## config.mk

```make
export PLATFORM = sky130hd
export DESIGN_NAME = load_counter_arb
export DESIGN_NICKNAME = d
export VERILOG_FILES = /design/src/rtl/load_counter_arb.sv
export SDC_FILE = /design/constraint.sdc
export NUM_CORES = 1
export LEC_CHECK = 0
export CELL_PAD_IN_SITES_DETAIL_PLACEMENT = 0
export CELL_PAD_IN_SITES_GLOBAL_PLACEMENT = 1
export CORE_MARGIN = 8
export CORE_UTILIZATION = 29
export CTS_CLUSTER_SIZE = 24
export DETAILED_ROUTE_END_ITERATION = 7
export PLACE_DENSITY = 0.84
export SETUP_SLACK_MARGIN = 0.05
export SLEW_MARGIN = 30
export SYNTH_ARGS = -nofsm -noshare
export SYNTH_HDL_FRONTEND = slang
export SYNTH_SLANG_ARGS = --single-unit
```

## constraint.sdc

```tcl
create_clock -name clk -period 1.6 [get_ports clk]
set_input_delay 0.4 -clock clk [delete_from_list [all_inputs] [get_ports clk]]
set_output_delay 0.4 -clock clk [all_outputs]
set_load 0.05 [all_outputs]
```

## src/rtl/load_counter_arb.sv

```systemverilog
// Round-robin arbiter that lends a single external load counter to four
// requesters. The winner's preset is strobed into the counter, ownership
// lasts until the counter reaches TERM, and the owner then gets a one-cycle
// done pulse. All outputs are registered.
module load_counter_arb #(
    parameter logic [3:0] TERM = 4'hF
) (
    input  logic        clk,
    input  logic        rst,
    input  logic [3:0]  req,
    input  logic [15:0] req_data,
    input  logic [3:0]  q,
    output logic        load,
    output logic [3:0]  data,
    output logic [3:0]  grant,
    output logic [3:0]  done,
    output logic        busy
);
    // state | meaning
    // IDLE  | no owner; arbitrate any pending requests
    // LOAD  | strobe the owner's preset into the counter
    // RUN   | counter advancing toward TERM; owner may abort by dropping req
    // DONE  | one-cycle completion pulse to the owner
    typedef enum logic [1:0] {IDLE, LOAD, RUN, DONE} state_t;

    state_t     state, state_nxt;
    logic [1:0] owner, owner_nxt;
    logic [1:0] ptr, ptr_nxt;
    logic [3:0] data_nxt;
    logic [1:0] winner;
    logic       found;
    logic [3:0] owner_oh_nxt;

    // Round-robin search starting one position past the last winner.
    always_comb begin
        winner = ptr;
        found  = 1'b0;
        for (int k = 1; k <= 4; k++) begin
            if (!found && req[ptr + 2'(k)]) begin
                winner = ptr + 2'(k);
                found  = 1'b1;
            end
        end
    end

    // Next-state, owner, pointer and preset selection.
    always_comb begin
        state_nxt = state;
        owner_nxt = owner;
        ptr_nxt   = ptr;
        data_nxt  = data;
        case (state)
            IDLE: begin
                if (found) begin
                    state_nxt = LOAD;
                    owner_nxt = winner;
                    ptr_nxt   = winner;
                    data_nxt  = req_data[{winner, 2'b00} +: 4];
                end
            end
            LOAD: state_nxt = RUN;
            RUN: begin
                // completion beats a simultaneous request drop
                if (q == TERM) begin
                    state_nxt = DONE;
                end else if (!req[owner]) begin
                    state_nxt = IDLE;
                end
            end
            DONE:    state_nxt = IDLE;
            default: state_nxt = IDLE;
        endcase
        owner_oh_nxt = 4'b0001 << owner_nxt;
    end

    // State register plus outputs registered from the next-state decode.
    always_ff @(posedge clk) begin
        if (rst) begin
            state <= IDLE;
            owner <= 2'd0;
            ptr   <= 2'd3;
            data  <= 4'd0;
            load  <= 1'b0;
            grant <= 4'd0;
            done  <= 4'd0;
            busy  <= 1'b0;
        end else begin
            state <= state_nxt;
            owner <= owner_nxt;
            ptr   <= ptr_nxt;
            data  <= data_nxt;
            load  <= (state_nxt == LOAD);
            busy  <= (state_nxt != IDLE);
            grant <= (state_nxt != IDLE) ? owner_oh_nxt : 4'd0;
            done  <= (state_nxt == DONE) ? owner_oh_nxt : 4'd0;
        end
    end
endmodule

```

==> out/results.ini, run 1 <==
[synth]
synth-seq-cells=20
synthFlopType=dfxtp_1
async_flop_share=0
yosysWarningCount=0
synth_largest_area_cell=dfxtp_1
synthCells=97
synth_enable_flop_cells=0
synth_top_area_share=0.449
synthTopCellsByArea=dfxtp_1 (45%), and3_1 (7.0%), a211oi_1 (6.7%)
synth.avg_cell_area_sq_um=9.20
post_synth_instance_area_sq_um=892
syn_nets=123
yosys-top-cells-count=dfxtp_1 (20), and3_1 (10), a211oi_1 (8), nor3_1 (8), nor2_1 (6)
seq_area_frac_synth=0.449
yosys.cell_types.count=27
yosysMostFrequentCell=dfxtp_1

[clocking]
root_buffer=clkbuf_4
cts_buffer_depth=2
clock_latency_ns=0.30
cts-buffers-inserted=3
cts_sinks=20
cts_tree=yes
cts_max_level=1
clkTransAtPathRegs_ns=0.11
hold_buffers=0

[floorplanning]
start_util=0.300
die_h_microns=71.5
num_rows=20
die_w_microns=71.5
core_area_sq_um=2980
die-area_sq_um=5110
pin_count=40

[power_and_ir_drop]
p_per_area_nw_per_um2=1060
peakVddDrop_mv=0.542
leakage_uw=0.000734

[global_routing]
grt_pass1_wl_microns=4820
grt_max_degree=13
grtUsageTotal=0.116
grt_pass1_vias=1094
grt_antenna_before_repair=0
overflow=0

[critical_path]
critPathCaptureType=flop
path_max_fanout=5
critPathLaunchType=primary input
worstPathRequired_ns=1.80
startpoint=req[1]
crit_arrival_ns=1.75
r2r_setup_slack_ns=0.13
path_class=in -> reg
reg2reg_from=owner[1]

[min_path]
hp-class=reg -> reg
hold_start=ptr[0]

[detailed_routing]
drc=0
post_drt_wl_per_cell_microns=15.4
num_vias=959
drt-total-wl_microns=2900
drtIter0Drc=39
ant_nets=0
firstDrtPassIters=4
vias_per_cell=5.10

[layout]
seqCellArea_sq_um=402
multiInputGateArea_sq_um=599
fillCellCount=248
area_growth_pct=98.9
final_area_sq_um=1770
drive_gt1_frac=0.426
fin_nets=182
antennaDiodeCount=0

[place]
hpwl_microns=2110
port-buffer-count=39
place_area_sq_um=1550
post-place-ws_ns=-0.641
gp_congestion=0.780

[sta]
worst_pin_slew_ns=0.299
setup_viol=0
worst_slack_ns=0.0480
min_period_ns=1.55
skew_ns=0.000829
fin_crit_sh=0.970
drv_slew=0
hold_violations=0
rsz0062_at_grt=yes
worst_slew_margin_rel=0.800
fmax_mhz=644

[status]
status=completed

[run]
drv_cap=0

## routing by layer
metal / vias up / GRT usage / share of wire
li1: 476 / - / -
met1: 445 / 0.131 / 0.42
met2: 34 / 0.197 / 0.50
met3: 4 / 0.0307 / 0.064
met4: 0 / 0.0544 / 0.018
met5: - / 0 / 0
## cell type report
| class | instances | share of cell area |
|---|---|---|
| sequential | 20 | 0.226 |
| tap | 33 | 0.0233 |
| clock inverter | 1 | 0.0169 |
| timing repair buffer | 57 | 0.377 |
| inverter | 3 | 0.00635 |
| clock buffer | 3 | 0.0127 |
| multi-input combinational | 71 | 0.338 |
## worst max-delay path, cell delays in order
cell           delay (ns)
dlygate4sd2_1        0.25
buf_6                0.13
nor2_2               0.19
o21ai_4              0.14
buf_4                0.17
and3_1               0.17
a211oi_2             0.21
o31ai_1              0.09
## kinds of logic after synthesis
| family | share of synthesized area |
|---|---|
| compound gates | 0.195 |
| buf+inv | 0.0295 |
| flops | 0.449 |
| mux | 0.0603 |
| simple gates | 0.266 |
## through the flow
stage / cells / hold slack (ns) / util / setup TNS [ns] / power, uW
2_1_floorplan: 97 / 0.487 / - / 0 / 980
3_3_place_gp: 179 / 0.519 / 0.519 / -9.11 / 1330
3_5_place_dp: 179 / 0.525 / 0.519 / -9.77 / 1350
4_1_cts: 187 / 0.543 / 0.569 / 0 / 1830
5_1_grt: 188 / 0.574 / 0.596 / 0 / 1970
6_report: 188 / 0.537 / 0.596 / 0 / 1880
## power by group
| part | internal, uW | total, uW | switching [uW] |
|---|---|---|---|
| Clock | 253 | 409 | 156 |
| Combinational | 432 | 845 | 413 |
| Sequential | 562 | 625 | 63.6 |
| Total | 1250 | 1880 | 632 |
## repair_timing
action | 4_1_cts | 5_1_grt
setup buffers | 3 | 1
gates resized for setup | 22 | 19
cloned | 1 | 0
pin swaps | 6 | 14
setup endpoints to repair | 18 | 13
endpoints found under the hold margin | 0 | 0
## layout by cell type (no fill, tap or decap), types with 3 or more instances in the layout
cell type and count:
a211oi_2 8, a21oi_1 4, and3_1 8, buf_12 14, buf_4 14, buf_6 3, clkbuf_4 3, clkdlybuf4s50_1 21
dfxtp_1 19, inv_1 3, nand3b_1 4, nor2_1 4, nor3_1 5, nor3_2 3, o31ai_1 4
## final timing paths
check | end | cells after the start
worst max-delay path | data[0] | 8
worst min-delay path | ptr[0] | 2
worst max register to register | grant[1] | 4
worst min register to register | ptr[0] | 2
## registers in the layout (all words and copies together), names as in the netlist
signal,count
data,4
done,4
grant,4
owner,2
ptr,2
state,2
busy,1
load,1
Note: power is estimated with default switching activity, not from simulation.
==> run 2: changes to the inputs <==
--- a/config.mk
+++ b/config.mk
@@ -6,12 +6,13 @@
 export NUM_CORES = 1
 export LEC_CHECK = 0
 export CELL_PAD_IN_SITES_DETAIL_PLACEMENT = 0
-export CELL_PAD_IN_SITES_GLOBAL_PLACEMENT = 1
+export CELL_PAD_IN_SITES_GLOBAL_PLACEMENT = 2
 export CORE_MARGIN = 8
-export CORE_UTILIZATION = 29
+export CORE_UTILIZATION = 22
 export CTS_CLUSTER_SIZE = 24
 export DETAILED_ROUTE_END_ITERATION = 7
-export PLACE_DENSITY = 0.84
+export HOLD_SLACK_MARGIN = 0.1
+export PLACE_DENSITY = 0.82
 export SETUP_SLACK_MARGIN = 0.05
 export SLEW_MARGIN = 30
 export SYNTH_ARGS = -nofsm -noshare
==> out/results.ini, run 2 (synthesized netlist as in run 1, its figures left out) <==
[detailed_routing]
ant_nets=0  ; unchanged
num_vias=960  ; +0.10%
drt-total-wl_microns=3130  ; +7.9%
post_drt_wl_per_cell_microns=15.0  ; -2.9%
drtIter0Drc=50  ; +28%
vias_per_cell=4.59  ; -10%
drc=0  ; unchanged
firstDrtPassIters=4  ; unchanged

[power_and_ir_drop]
peakVddDrop_mv=0.405  ; -25%
p_per_area_nw_per_um2=1090  ; +3.0%
leakage_uw=0.000758  ; +3.4%

[critical_path]
rr_worst_depth=7  ; +3
path_class=in -> reg
slowest_delay_ns=0.24  ; about the same
startpoint=req[2]
worstPathRequired_ns=1.77  ; -0.03 ns
path_cells=clkdlybuf4s15_1 > buf_4 > o211ai_1 > buf_4 > buf_6 > and3_1 > a211oi_2 > o31ai_1
reg2reg_from=ptr[0]
crit_top_cell=buf_4
critPathLaunchType=primary input
crit_arrival_ns=1.69  ; -0.06 ns
critPathCaptureType=flop
path_max_fanout=5  ; unchanged
slowest_stage=o31ai_1

[global_routing]
grt_pass1_wl_microns=4990  ; +3.6%
grt_pass1_vias=989  ; -9.6%
busiest_layer=met2
grt_antenna_before_repair=0  ; unchanged
grtUsageMet1=0.132  ; +0.00114
grtUsageTotal=0.0953  ; -0.0202
grt_max_degree=13  ; unchanged
grt_use_met3=0.0327  ; +0.00197
overflow=0  ; unchanged
use_met2=0.133  ; -0.0641

[floorplanning]
core_area_sq_um=3940  ; +32%
pin_count=40  ; unchanged
die_h_microns=79.7  ; +11%
num_rows=23  ; +15%
start_util=0.226  ; -0.0733
die-area_sq_um=6350  ; +24%
die_w_microns=79.7  ; +11%

[sta]
worst_slew_margin_rel=0.740  ; -0.0599
hold-worst-slack_ns=0.533  ; -0.00401 ns
min_period_ns=1.52  ; -0.0364 ns
drv_slew=0  ; unchanged
worst_pin_slew_ns=0.389  ; +0.0894 ns
fmax_mhz=660  ; +2.4%
worst_slack_ns=0.0844  ; +0.0364 ns
setup_tns_ns=0  ; unchanged
hold_violations=0  ; unchanged
rsz0062_at_grt=yes
setup_viol=0  ; unchanged
fin_crit_sh=0.947  ; -0.0227
skew_ns=0.00121  ; +0.000383 ns

[clocking]
cts_buffer_depth=2  ; unchanged
cts_tree=yes
clkTransAtPathRegs_ns=0.08  ; -0.03 ns
hold_buffers=0  ; unchanged
cts_sinks=20  ; unchanged
clock_latency_ns=0.26  ; -0.04 ns
cts-buffers-inserted=3  ; unchanged
cts_max_level=1  ; unchanged
root_buffer=clkbuf_8

[min_path]
hp-class=reg -> reg
hold_start=ptr[0]
hold_depth=2  ; unchanged

[layout]
top_regs=data: 4 flops, done: 4 flops, grant: 4 flops
layout_commonest_cell=clkdlybuf4s50_1
layout_common_cells=clkdlybuf4s50_1 (21), dfxtp_1 (19), buf_4 (19)
fillCellCount=361  ; +46%
drive_gt1_frac=0.453  ; +0.0270
seqCellArea_sq_um=402  ; unchanged
area_growth_pct=108
fin_nets=186  ; +2.2%
multiInputGateArea_sq_um=616  ; +2.7%
antennaDiodeCount=0  ; unchanged
final_area_sq_um=1850  ; +4.5%

[run]
drv_cap=0  ; unchanged

[place]
port-buffer-count=39  ; unchanged
post-place-ws_ns=-0.699  ; -0.0583 ns
hpwl_microns=2250  ; +6.7%
place_area_sq_um=1580  ; +2.3%
gp_congestion=0.713  ; -8.6%

[status]
status=completed

run 2: layer usage:
metal,share of wire,vias to the layer above
met3,0.082,2
met1,0.46,438
met4,0.0080,0
li1,-,483
met2,0.45,37
met5,0,-
run 2: critical path, delay by kind of cell:
kind	cells	cell delay [ns]
simple gates	1	0.18
compound gates	3	0.46
buf+inv	4	0.64
run 2: final timing paths:
path,slack (ns),endpoint
setup / recovery,0.08,data[1]
hold / removal,0.53,ptr[0]
setup reg to reg,0.12,data[1]
hold reg to reg,0.53,ptr[0]
run 2: cell type report:
| type | count | area share |
|---|---|---|
| inverter | 3 | 0.00607 |
| timing repair buffer | 61 | 0.373 |
| clock buffer | 3 | 0.0223 |
| tap | 50 | 0.0337 |
| clock inverter | 1 | 0.0162 |
| sequential | 20 | 0.217 |
| multi-input combinational | 71 | 0.332 |
run 2: timing repair:
| action | 4_1_cts | 5_1_grt |
|---|---|---|
| pin swaps | 16 | 3 |
| endpoints found under the setup margin | 19 | 13 |
| resized for setup | 28 | 20 |
| cloned | 1 | 0 |
| setup buffers | 3 | 3 |
run 2: through the flow:
step	instances	utilization	total power, uW
6_report	209	0.470	2020
2_1_floorplan	97	-	980
3_5_place_dp	198	0.401	1360
4_1_cts	206	0.449	1950
5_1_grt	209	0.470	2110
3_3_place_gp	198	0.401	1350
run 2: report_power, final:
part	total [uW]	switching (uW)	internal, uW
Clock	505	172	334
Combinational	891	439	452
Sequential	627	65.0	562
